### src/rtl/tt_bist_engine.sv
// tt_bist_engine
//   Built-in self-test engine that sits between the TinyTapeout pin wrapper and
//   the logic under test. When start is seen in IDLE or DONE, the engine issues
//   NUM_PATTERNS LFSR patterns on pat_out. It compacts the DUT responses, taken
//   LATENCY cycles after each pattern, into a MISR. It then compares the MISR
//   against expected_sig, so that one run produces one pass/fail bit.
//
// Ports
//   clk          in   1      clock
//   rst_n        in   1      synchronous reset, active low
//   ena          in   1      design enable; 0 freezes every register
//   start        in   1      run request (level), sampled in IDLE/DONE only
//   expected_sig in   WIDTH  golden signature
//   resp_in      in   WIDTH  response from the logic under test
//   pat_out      out  WIDTH  stimulus pattern
//   busy         out  1      high while patterns are issued or still in flight
//   done         out  1      high once the run has completed
//   pass         out  1      signature matched expected_sig (valid with done)
//   signature    out  WIDTH  MISR contents
module tt_bist_engine #(
    parameter int unsigned      WIDTH        = 8,
    parameter int unsigned      NUM_PATTERNS = 255,
    parameter int unsigned      LATENCY      = 1,
    parameter logic [WIDTH-1:0] LFSR_TAPS    = WIDTH'(8'hB8),
    parameter logic [WIDTH-1:0] MISR_TAPS    = WIDTH'(8'hB8),
    parameter logic [WIDTH-1:0] SEED         = WIDTH'(8'h01)
) (
    input  logic             clk,
    input  logic             rst_n,
    input  logic             ena,
    input  logic             start,
    input  logic [WIDTH-1:0] expected_sig,
    input  logic [WIDTH-1:0] resp_in,
    output logic [WIDTH-1:0] pat_out,
    output logic             busy,
    output logic             done,
    output logic             pass,
    output logic [WIDTH-1:0] signature
);

    localparam int unsigned    CW   = $clog2(NUM_PATTERNS + 1);
    localparam logic [CW-1:0]  LAST = CW'(NUM_PATTERNS - 1);

    typedef enum logic [1:0] {
        IDLE,
        RUN,
        DRAIN,
        DONE
    } state_t;

    state_t           state;
    logic [WIDTH-1:0] lfsr;
    logic [CW-1:0]    cnt;
    // vpipe[0] marks "pat_out holds a freshly issued pattern"; each further
    // stage adds one cycle of DUT latency. The top stage enables compaction.
    logic [LATENCY:0] vpipe;
    logic [WIDTH-1:0] misr_next;
    logic             older_pending;

    function automatic logic [WIDTH-1:0] step(input logic [WIDTH-1:0] x,
                                              input logic [WIDTH-1:0] taps);
        return x[0] ? ((x >> 1) ^ taps) : (x >> 1);
    endfunction

    always_comb begin
        misr_next     = step(signature, MISR_TAPS) ^ resp_in;
        // Any pattern still behind the top stage means the drain is not over.
        older_pending = 1'b0;
        for (int unsigned i = 0; i < LATENCY; i++) begin
            older_pending = older_pending | vpipe[i];
        end
    end

    always_ff @(posedge clk) begin
        if (!rst_n) begin
            state     <= IDLE;
            lfsr      <= '0;
            cnt       <= '0;
            vpipe     <= '0;
            pat_out   <= '0;
            signature <= '0;
            busy      <= 1'b0;
            done      <= 1'b0;
            pass      <= 1'b0;
        end else if (ena) begin
            vpipe <= vpipe << 1;
            if (vpipe[LATENCY]) begin
                signature <= misr_next;
            end
            unique case (state)
                IDLE, DONE: begin
                    if (start) begin
                        state     <= RUN;
                        lfsr      <= SEED;
                        cnt       <= '0;
                        signature <= '0;
                        busy      <= 1'b1;
                        done      <= 1'b0;
                        pass      <= 1'b0;
                    end
                end
                RUN: begin
                    pat_out  <= lfsr;
                    lfsr     <= step(lfsr, LFSR_TAPS);
                    cnt      <= cnt + 1'b1;
                    vpipe[0] <= 1'b1;
                    if (cnt == LAST) begin
                        state <= DRAIN;
                    end
                end
                DRAIN: begin
                    // The final compaction lands on this same edge, so the
                    // verdict is taken from the next MISR value.
                    if (vpipe[LATENCY] && !older_pending) begin
                        state <= DONE;
                        busy  <= 1'b0;
                        done  <= 1'b1;
                        pass  <= (misr_next == expected_sig);
                    end
                end
                default: state <= IDLE;
            endcase
        end
    end

endmodule

### config.mk
export PLATFORM = sky130hd
export DESIGN_NAME = tt_bist_engine
export DESIGN_NICKNAME = d
export VERILOG_FILES = /design/src/rtl/tt_bist_engine.sv
export SDC_FILE = /design/constraint.sdc
export NUM_CORES = 1
export LEC_CHECK = 0
export ABC_AREA = 1
export CAP_MARGIN = 20
export CORE_UTILIZATION = 55
export CTS_CLUSTER_DIAMETER = 50
export DETAILED_ROUTE_END_ITERATION = 10
export PLACE_DENSITY_LB_ADDON = 0.1
export SLEW_MARGIN = 5
export SYNTH_ARGS = -nofsm -noshare
export SYNTH_HDL_FRONTEND = slang
export SYNTH_SLANG_ARGS = --single-unit
### constraint.sdc
create_clock -name clk -period 2.85 [get_ports clk]
set_input_delay 0.4275 -clock clk [delete_from_list [all_inputs] [get_ports clk]]
set_output_delay 0.4275 -clock clk [all_outputs]
set_load 0.02 [all_outputs]
== Word-level counts from Yosys, hierarchy flattened ==
Index checks and enable logic that the tools add are counted.
Storage, ports and cells
  flip-flop bits (word level): 39
  bits of input ports: 20
  word-level logic and storage cells: 53
Operators by class
  $add $sub $neg: 1
  equality and inequality tests: 8
  muxes and demuxes: 22
  bitwise gates (word level): 3
  reduce and logical (&&, ||, !) cells: 10
Operator list (number)
  8-bit two-way mux: 7
  8-bit case mux with 2 select lines: 2
  8-bit by 1-bit adder with 8-bit output (second input constant): 1
  8-bit == test: 1
  8-bit == test (second input constant): 1
  3-bit NOT with 4-bit output: 2
  4-bit AND reduction: 2
  8-bit bitwise XOR: 1
  1-bit two-way mux: 6
  2-bit two-way mux: 3
  2-bit inequality test (second input constant): 3
  1-bit case mux with 2 select lines: 3
  2-bit case mux with 3 select lines: 1
  2-bit == test (second input constant): 2
  2-bit nonzero test: 2
  3-bit AND reduction: 1
  2-bit by 1-bit == test with 1-bit output (second input constant): 1
  2-bit logical NOT: 1
  2-bit AND reduction: 1
  2-bit OR reduction: 1
  1-bit logical AND: 1
  1-bit logical NOT: 1

== Depth between registers and ports, before layout ==
Gate-level depths: netlist of the first run.
  depth in word-level cells: 6
  mapped depth: 11
  gate-level depth less buffers: 10

== Worst setup path after synthesis of the first run ==
No wires, ideal clock.
  kind: register -> register
  start point: register state[0]
  end point: register cnt[6]
  setup time: 0.119 ns
  arrival time: 1.483 ns
  data required time: 2.731 ns
  path slack: 1.248 ns
  stages on the path, launching flop included: 11
  period minus slack after synthesis: 1.602 ns
  cell sequence: dfxtp_1 inv_1 ha_1 nand2_1 nand2_2 a21oi_4 nand2_4 inv_1 nand2_1 o21ai_0 a21oi_1
On the way
  word-level cells in the longest chain between the ends: 4
  elaborated cells on any way between the ends: 8
RTL lines
  start, declared: RTL line 51  | state_t state;
  start signal, assigned: RTL line 76  | state <= IDLE;
  start signal, assigned: RTL line 93  | state <= RUN;
  start signal, assigned: RTL line 108  | state <= DRAIN;
  2-bit == test / 2-bit logical NOT (equally long branches): RTL line 90  | unique case (state)
  2-bit OR reduction: RTL line 90
  2-bit inequality test (no source line) / 2-bit nonzero test (equally long branches)
  3-bit AND reduction (no source line)
  end signal, assigned: RTL line 105  | cnt <= cnt + 1'b1;
  end, declared: RTL line 53  | logic [CW-1:0] cnt;
Parallel ways exist; a longest one is shown, timed or not.
A chain may end at the register's enable or synchronous reset.

== Worst setup path in the final report of the first run ==
  start point: register signature[0]
  end point: output signature[0]
RTL lines
  start, declared: RTL line 38  | output logic [WIDTH-1:0] signature
  start signal, assigned: RTL line 88  | signature <= misr_next;
No word-level cell between the ends.

==> results of run 1 <==
routing by layer:
layer,track usage,part of all wire,vias to the layer above,wire length (µm)
met5,0,0,-,0
met3,0.0547,0.049,5,213
met1,0.338,0.50,859,2170
met4,0.0610,0.0092,0,40
li1,-,-,1034,-
met2,0.371,0.44,52,1920
flip-flops by register name, indices dropped and copies added, names as in the netlist:
| signal | flops |
|---|---|
| vpipe | 2 |
| busy | 1 |
| done | 1 |
| pat_out | 8 |
| cnt | 8 |
| lfsr | 8 |
| pass | 1 |
| state | 2 |
| signature | 8 |
worst min-delay path by stage:
stage                                       start  slack [ps]                       to
after floorplan               cnt[0]$_SDFFE_PN0P_         450      cnt[0]$_SDFFE_PN0P_
after global placement    pat_out[2]$_SDFFE_PN0P_         460  pat_out[2]$_SDFFE_PN0P_
after detailed placement        pass$_SDFFE_PN0P_         460        pass$_SDFFE_PN0P_
after CTS                       pass$_SDFFE_PN0P_         480        pass$_SDFFE_PN0P_
after global routing            pass$_SDFFE_PN0P_         500        pass$_SDFFE_PN0P_
final                           pass$_SDFFE_PN0P_         480        pass$_SDFFE_PN0P_
power groups by stage:
stage	Combinational [mW]	Clock [mW]	Sequential, mW
floorplan	0.189	0	0.645
global placement	0.320	0	0.624
detailed placement	0.327	0	0.625
CTS	0.329	0.375	0.613
global route	0.368	0.402	0.618
finish	0.329	0.374	0.613
through the flow:
step / area [µm²] / utilization / power, mW / worst slack [ps]
after floorplan: 2010 / - / 0.834 / 1250
after global placement: 2430 / 0.711 / 0.944 / 930
after detailed placement: 2430 / 0.711 / 0.951 / 892
after CTS: 2510 / 0.735 / 1.32 / 895
after global routing: 2510 / 0.735 / 1.39 / 843
final: 2510 / 0.735 / 1.32 / 891
final cells by class:
class / count / area (µm²)
multi-input cells: 205 / 1020
flip-flops and latches: 39 / 781
fillers: 293 / 905
repair buffers: 39 / 388
clock buffers: 5 / 37.5
well taps: 46 / 57.6
inverters: 50 / 188
clock inverters: 3 / 43.8
synthesized netlist by cell type, types with 2 or more instances:
| cell | n |
|---|---|
| sky130_fd_sc_hd__xnor2_1 | 3 |
| sky130_fd_sc_hd__nand3_1 | 18 |
| sky130_fd_sc_hd__a211oi_1 | 5 |
| sky130_fd_sc_hd__a21oi_1 | 28 |
| sky130_fd_sc_hd__ha_1 | 5 |
| sky130_fd_sc_hd__nand4_1 | 2 |
| sky130_fd_sc_hd__nor2_1 | 34 |
| sky130_fd_sc_hd__inv_1 | 48 |
| sky130_fd_sc_hd__clkbuf_1 | 2 |
| sky130_fd_sc_hd__o211ai_1 | 2 |
| sky130_fd_sc_hd__dfxtp_1 | 39 |
| sky130_fd_sc_hd__nand3b_1 | 5 |
| sky130_fd_sc_hd__nand2_1 | 73 |
| sky130_fd_sc_hd__o21ai_0 | 18 |
logic make-up (layout without fill, tap and decap cells):
family / after synthesis / after routing / synth area share
compound gates: 57 / 57 / 0.160
xor+xnor: 4 / 4 / 0.0174
fa+ha+maj: 5 / 5 / 0.0312
flops: 39 / 39 / 0.389
simple gates: 139 / 139 / 0.297
buf+inv: 54 / 97 / 0.105
==> parameters.txt, run 1 <==
Parameter                              Value

Worst setup path
  Category of the worst setup path capture point ... output port
  Reg-to-reg critical path startpoint ... state[0]$_SDFFE_PN0P_
  Data arrival time of the critical path ... 1530 ps
  CP Data Required Time ... 2420 ps
  Family with the most delay on the worst path ... buffers and inverters
  Worst setup path endpoint ... signature[0]
  CP max stage delay ... 670 ps
  Crit path max fanout ... 9
  Type of the setup path with the least slack ... flip-flop to output port
  Reg-to-reg setup timing slack ... 1040 ps
  Library cell contributing the largest single delay on the critical path ... sky130_fd_sc_hd__clkdlybuf4s50_1
  Reg2reg path depth ... 10
  Launch point of the critical path ... signature[0]$_SDFFE_PN0P_
  Kind of start point of the critical path ... flip-flop
  Ordered cell list for the critical path ... clkdlybuf4s50_1
  Number of buffer and inverter instances along the worst setup path ... 1
  Number of gates on the worst path with buffers counted ... 1
  End of the worst register-to-register path ... cnt[6]$_SDFFE_PN0P_

Logic synthesis
  Warnings, synthesis ... 0
  Number of synthesized flops with an enable pin ... 0
  Register area share after synthesis ... 0.389
  Post-synthesis instance total ... 298
  Proportion of netlist area held by the largest area contributor ... 0.389
  Post-Syn Area ... 2010 µm²
  Post-Synthesis Mean Instance Area ... 6.74 µm²
  Total nets after synthesis ... 323
  Unique cell type count in the Yosys netlist ... 30
  Top post-synthesis cells by area ... sky130_fd_sc_hd__dfxtp_1 (39%), sky130_fd_sc_hd__nand2_1 (14%), sky130_fd_sc_hd__inv_1 (9.0%)
  Cell accounting for the most synthesized area ... sky130_fd_sc_hd__dfxtp_1
  Share of synthesized registers carrying an async set or reset ... 0
  Register bit count reported by yosys ... 39
  Top_reg_cell synth ... sky130_fd_sc_hd__dfxtp_1

Worst hold path
  Worst hold path depth ... 2
  Path type of the worst min-delay path ... flip-flop to flip-flop

CTS
  Number of buffers created by CTS ... 5
  Deepest clock path buffer count ... 2
  CTS HTree Levels ... 2
  Clock sink total ... 39
  Post-CTS setup buffer count ... 0
  Clk Latency, worst-skew pair ... 350 ps
  Clock slew at the register clock pins of the worst setup and hold paths ... 120 ps
  Cts repair resizes ... 0
  CTS tree ... yes
  Post-CTS Hold Buffers ... 0
  Clk root buf ... sky130_fd_sc_hd__clkbuf_4

Routing
  Number of DRC violations after detailed-routing iteration 0 ... approximately 130
  Final routed DRC violation total ... 0
  Final antenna-violating net count ... 0
  Drt via density ... 5.04
  Total via count after detailed routing ... 1950
  Total length of routed wires ... 4.34 mm
  Initial DRT Pass Iterations ... 4
  Routed wire length per instance ... between 10 and 15 µm

GRT
  Vias in the first global route ... 1732
  First-pass GRT wire length ... ~7.5 mm
  Maximum number of pins on one net before global-route repair ... 17
  Total congestion overflow ... 0
  GRT Total Usage ... 0.240
  Antenna violations before repair ... 0

Die
  Initial standard-cell utilization of the core ... 0.588
  Number of core rows ... 21
  Core region area ... 3420 µm²
  Area of the die ... 3900 µm²
  DIE WIDTH ... 62.4 µm
  Die height ... 62.4 µm
  Boundary pin count ... 39

Power and ir drop
  Flop pwr share ... 0.466
  Power share of the clock group ... 0.284
  Leak ... 1.10 nW
  Internal ... about 0.90 mW
  Part of the total power dissipated in combinational logic ... 0.250
  Max rail drop VDD ... roughly 0.47 mV
  Total net switching power ... 0.414 mW
  Power density cells ... approximately 520 nW/µm²
  Switching share of power ... 0.315

Finish
  Leading cell types in the layout, fill and taps excluded ... sky130_fd_sc_hd__nand2_1 (73), sky130_fd_sc_hd__inv_1 (48), sky130_fd_sc_hd__dfxtp_1 (39)
  Final layout net count ... between 300 and 400
  Area overhead of the layout relative to synthesis ... 25.0%
  Fraction of final layout cells with drive strength greater than 1 ... 0.0499
  Layout Cells excl Fill ... 387
  Commonest non-fill, non-tap cell in the layout ... sky130_fd_sc_hd__nand2_1
  Number of diodes added for antenna fixing ... 0

Timing
  Period Utilization, post-route ... 0.687
  WHS ... 478 ps
  Transition at the pin with the smallest max-transition slack ... 400 ps
  Achievable frequency ... around 510 MHz
  Slew headroom ... 0.733
  Final Hold Violating Endpoints ... 0
  Worst Clk Skew ... between 10 and 15 ps
  Final number of setup-violating endpoints ... 0
  Slew Limit Fails ... 0
  Setup repair after global routing missed its margin ... no
  Minimum period implied by the final worst setup slack ... 1960 ps
  Total Negative Setup Slacks ... 0 ps

Place
  # port buffers ... 38
  Post-DP HPWL ... around 3.3 mm
  Instance count after placement with tap cells included ... 379
  Final Wtd Congestion ... 0.838

Job
  Max cap viols ... 0

Run status
  Run status ... completed
(Power assumes the default switching activity.)
==> run 2: changes to the inputs <==
Settings changed: CORE_UTILIZATION 55 to 51.
Clock period 2.85 ns to 2 ns, I/O delays scaled along.
==> run 2 against run 1 <==
- flip-flop and latch count stayed put
- clock-buffer cell count stayed put
- critical path depth is 9 higher
- first-iteration DRC count is 35% higher
- clock skew is 9.6 ps lower
- sequential power is 42% higher
- worst hold slack better by 0.73 ps
- clock power is 75% higher
- critical path type is now flip-flop to flip-flop
- critical endpoint is now signature[3]$_SDFFE_PN0P_
==> parameters.txt, run 2 (same netlist as run 1, synthesis figures left out) <==
Parameter                              Value

Worst setup path
  Crit path max fanout ... 7 (-2)
  Reg-to-reg setup timing slack ... 190 ps (-850 ps)
  End of the worst register-to-register path ... signature[3]$_SDFFE_PN0P_
  Number of buffer and inverter instances along the worst setup path ... 4 (+3)
  Ordered cell list for the critical path ... inv_1 -> ha_1 -> nand2_1 -> nand2_2 -> nor2_1 -> inv_1 -> nand2_1 -> inv_1 -> o211ai_1 -> inv_1
  CP Data Required Time ... 2180 ps (-240 ps)
  Library cell contributing the largest single delay on the critical path ... sky130_fd_sc_hd__dfxtp_1
  Category of the worst setup path capture point ... flip-flop
  Type of the setup path with the least slack ... flip-flop to flip-flop
  Most Frequent Cell on Critical Path ... sky130_fd_sc_hd__inv_1
  CP max stage delay ... 380 ps (-290 ps)
  Kind of start point of the critical path ... flip-flop
  Reg-to-reg critical path startpoint ... state[0]$_SDFFE_PN0P_
  Family with the most delay on the worst path ... simple AND/OR/NAND/NOR gates
  Reg2reg path depth ... 10 (unchanged)
  Data arrival time of the critical path ... 2000 ps (+470 ps)

Die
  Boundary pin count ... 39 (unchanged)
  Number of core rows ... 22 (+4.8%)
  Initial standard-cell utilization of the core ... 0.540 (-0.0475)
  DIE WIDTH ... 64.8 µm (+3.7%)
  Area of the die ... 4190 µm² (+7.6%)
  Core region area ... 3720 µm² (+8.8%)
  Die height ... 64.8 µm (+3.7%)

Timing
  Total Negative Setup Slacks ... 0 ps (unchanged)
  Setup repair after global routing missed its margin ... no
  Slew Limit Fails ... 0 (unchanged)
  Final Hold Violating Endpoints ... 0 (unchanged)
  Smallest setup slack after layout ... 187 ps (-705 ps)
  Period Utilization, post-route ... 0.907
  Worst Clk Skew ... 5.10 ps (-9.57 ps)
  Minimum period implied by the final worst setup slack ... 1810 ps
  Achievable frequency ... approximately 550 MHz
  Slew headroom ... 0.755 (+0.0217)
  Transition at the pin with the smallest max-transition slack ... 367 ps (-32.5 ps)
  Final number of setup-violating endpoints ... 0 (unchanged)

Power and ir drop
  Part of the total power dissipated in combinational logic ... 0.236 (-0.014)
  Switching share of power ... 0.300 (-0.0147)
  Max rail drop VDD ... 0.527 mV (+13%)
  Total chip power ... 2.00 mW (+52%)
  Leak ... 1.13 nW (+2.9%)
  Internal ... 1.40 mW (+55%)
  Flop pwr share ... 0.437 (-0.029)
  Total net switching power ... 0.599 mW (+45%)
  Power density cells ... 775 nW/µm² (+48%)
  Power share of the clock group ... 0.327 (+0.043)

Job
  Max cap viols ... 0 (unchanged)

Worst hold path
  Worst hold path endpoint ... pass$_SDFFE_PN0P_
  Worst Min Path Start ... pass$_SDFFE_PN0P_
  Path type of the worst min-delay path ... flip-flop to flip-flop
  Worst hold path depth ... 2 (unchanged)

Finish
  Commonest non-fill, non-tap cell in the layout ... sky130_fd_sc_hd__nand2_1
  Leading cell types in the layout, fill and taps excluded ... sky130_fd_sc_hd__nand2_1 (73), sky130_fd_sc_hd__inv_1 (48), sky130_fd_sc_hd__dfxtp_1 (39)
  Fraction of final layout cells with drive strength greater than 1 ... 0.0609 (+0.0110)
  Number of diodes added for antenna fixing ... 0 (unchanged)
  Final layout net count ... 369 (+1.1%)
  Area overhead of the layout relative to synthesis ... 28.2%

CTS
  Clk Latency, worst-skew pair ... 290 ps (-60 ps)
  Clock sink total ... 39 (unchanged)
  Post-CTS setup buffer count ... 0 (unchanged)
  CTS HTree Levels ... 2 (unchanged)
  Deepest clock path buffer count ... 2 (unchanged)
  Clock slew at the register clock pins of the worst setup and hold paths ... 80 ps (-40 ps)
  Post-CTS Hold Buffers ... 0 (unchanged)
  CTS tree ... yes
  Number of buffers created by CTS ... 5 (unchanged)
  Cts repair resizes ... 0 (unchanged)
  Clk root buf ... sky130_fd_sc_hd__clkbuf_8

GRT
  GRT Total Usage ... 0.222 (-0.0181)
  Total congestion overflow ... 0 (unchanged)
  Maximum number of pins on one net before global-route repair ... 14 (-3)
  Vias in the first global route ... 1695 (-2.1%)
  Antenna violations before repair ... 0 (unchanged)
  First-pass GRT wire length ... 7.29 mm (-3.2%)

Routing
  Final antenna-violating net count ... 0 (unchanged)
  Number of DRC violations after detailed-routing iteration 0 ... 174 (+35%)
  Final routed DRC violation total ... 0 (unchanged)
  Drt via density ... 4.92 (-2.3%)
  Routed wire length per instance ... 10.6 µm (-5.5%)
  Total length of routed wires ... 4.16 mm (-4.1%)
  Total via count after detailed routing ... 1934 (-0.82%)
  Initial DRT Pass Iterations ... 4 (unchanged)

Run status
  Run status ... completed

Place
  Final Wtd Congestion ... 0.847 (+1.1%)
  Post-place setup slack ... 191 ps (-701 ps)
  Post-DP HPWL ... 3.18 mm (-4.3%)
  # port buffers ... 38 (unchanged)
run 2: cell count changes in the layout (fill, tap and decap cells not counted):
cell and change:
sky130_fd_sc_hd__clkbuf_8 +5, sky130_fd_sc_hd__clkbuf_4 -5, sky130_fd_sc_hd__buf_4 +4
run 2: area by class of cell:
class / instances / area, µm²
well taps: 48 / 60.1
multi-input cells: 205 / 1020
fillers: 346 / 1140
inverters: 50 / 188
clock buffers: 5 / 68.8
clock inverters: 3 / 43.8
flip-flops and latches: 39 / 781
repair buffers: 43 / 418
run 2: worst max-delay path by stage:
stage | start | end | slack (ps) | cells past startpoint
final | state[0]$_SDFFE_PN0P_ | signature[3]$_SDFFE_PN0P_ | 190 | 10
after global routing | state[0]$_SDFFE_PN0P_ | signature[3]$_SDFFE_PN0P_ | 20 | 10
after CTS | state[0]$_SDFFE_PN0P_ | signature[3]$_SDFFE_PN0P_ | 180 | 10
after detailed placement | ena | cnt[6]$_SDFFE_PN0P_ | 190 | 8
after global placement | ena | signature[3]$_SDFFE_PN0P_ | 200 | 8
after floorplan | state[0]$_SDFFE_PN0P_ | cnt[6]$_SDFFE_PN0P_ | 400 | 10
run 2: worst min-delay path, stage by stage (launching register included):
cell and delay (ps):
sky130_fd_sc_hd__dfxtp_1 320, sky130_fd_sc_hd__nand2_1 60, sky130_fd_sc_hd__a21oi_1 50
run 2: per-stage QoR:
stage               utilization  cell area [µm²]  hold WS (ps)  cells
floorplan                     -             2010           390    298
global placement          0.663             2460           463    385
detailed placement        0.663             2460           465    385
CTS                       0.693             2570           477    393
global route              0.693             2570           506    393
finish                    0.693             2570           478    393
run 2: power by group through the flow:
stage | clock, mW | sequential, mW | combinational, mW
floorplan | 0 | 0.919 | 0.269
global placement | 0 | 0.888 | 0.460
detailed placement | 0 | 0.890 | 0.467
CTS | 0.661 | 0.871 | 0.471
global route | 0.696 | 0.878 | 0.531
finish | 0.653 | 0.872 | 0.471
run 2: metal layers:
layer,global-route usage,vias up,share of wire
met5,0,-,0
met2,0.336,33,0.42
met1,0.311,849,0.53
met4,0.0806,0,0.012
met3,0.0440,7,0.037
li1,-,1045,-
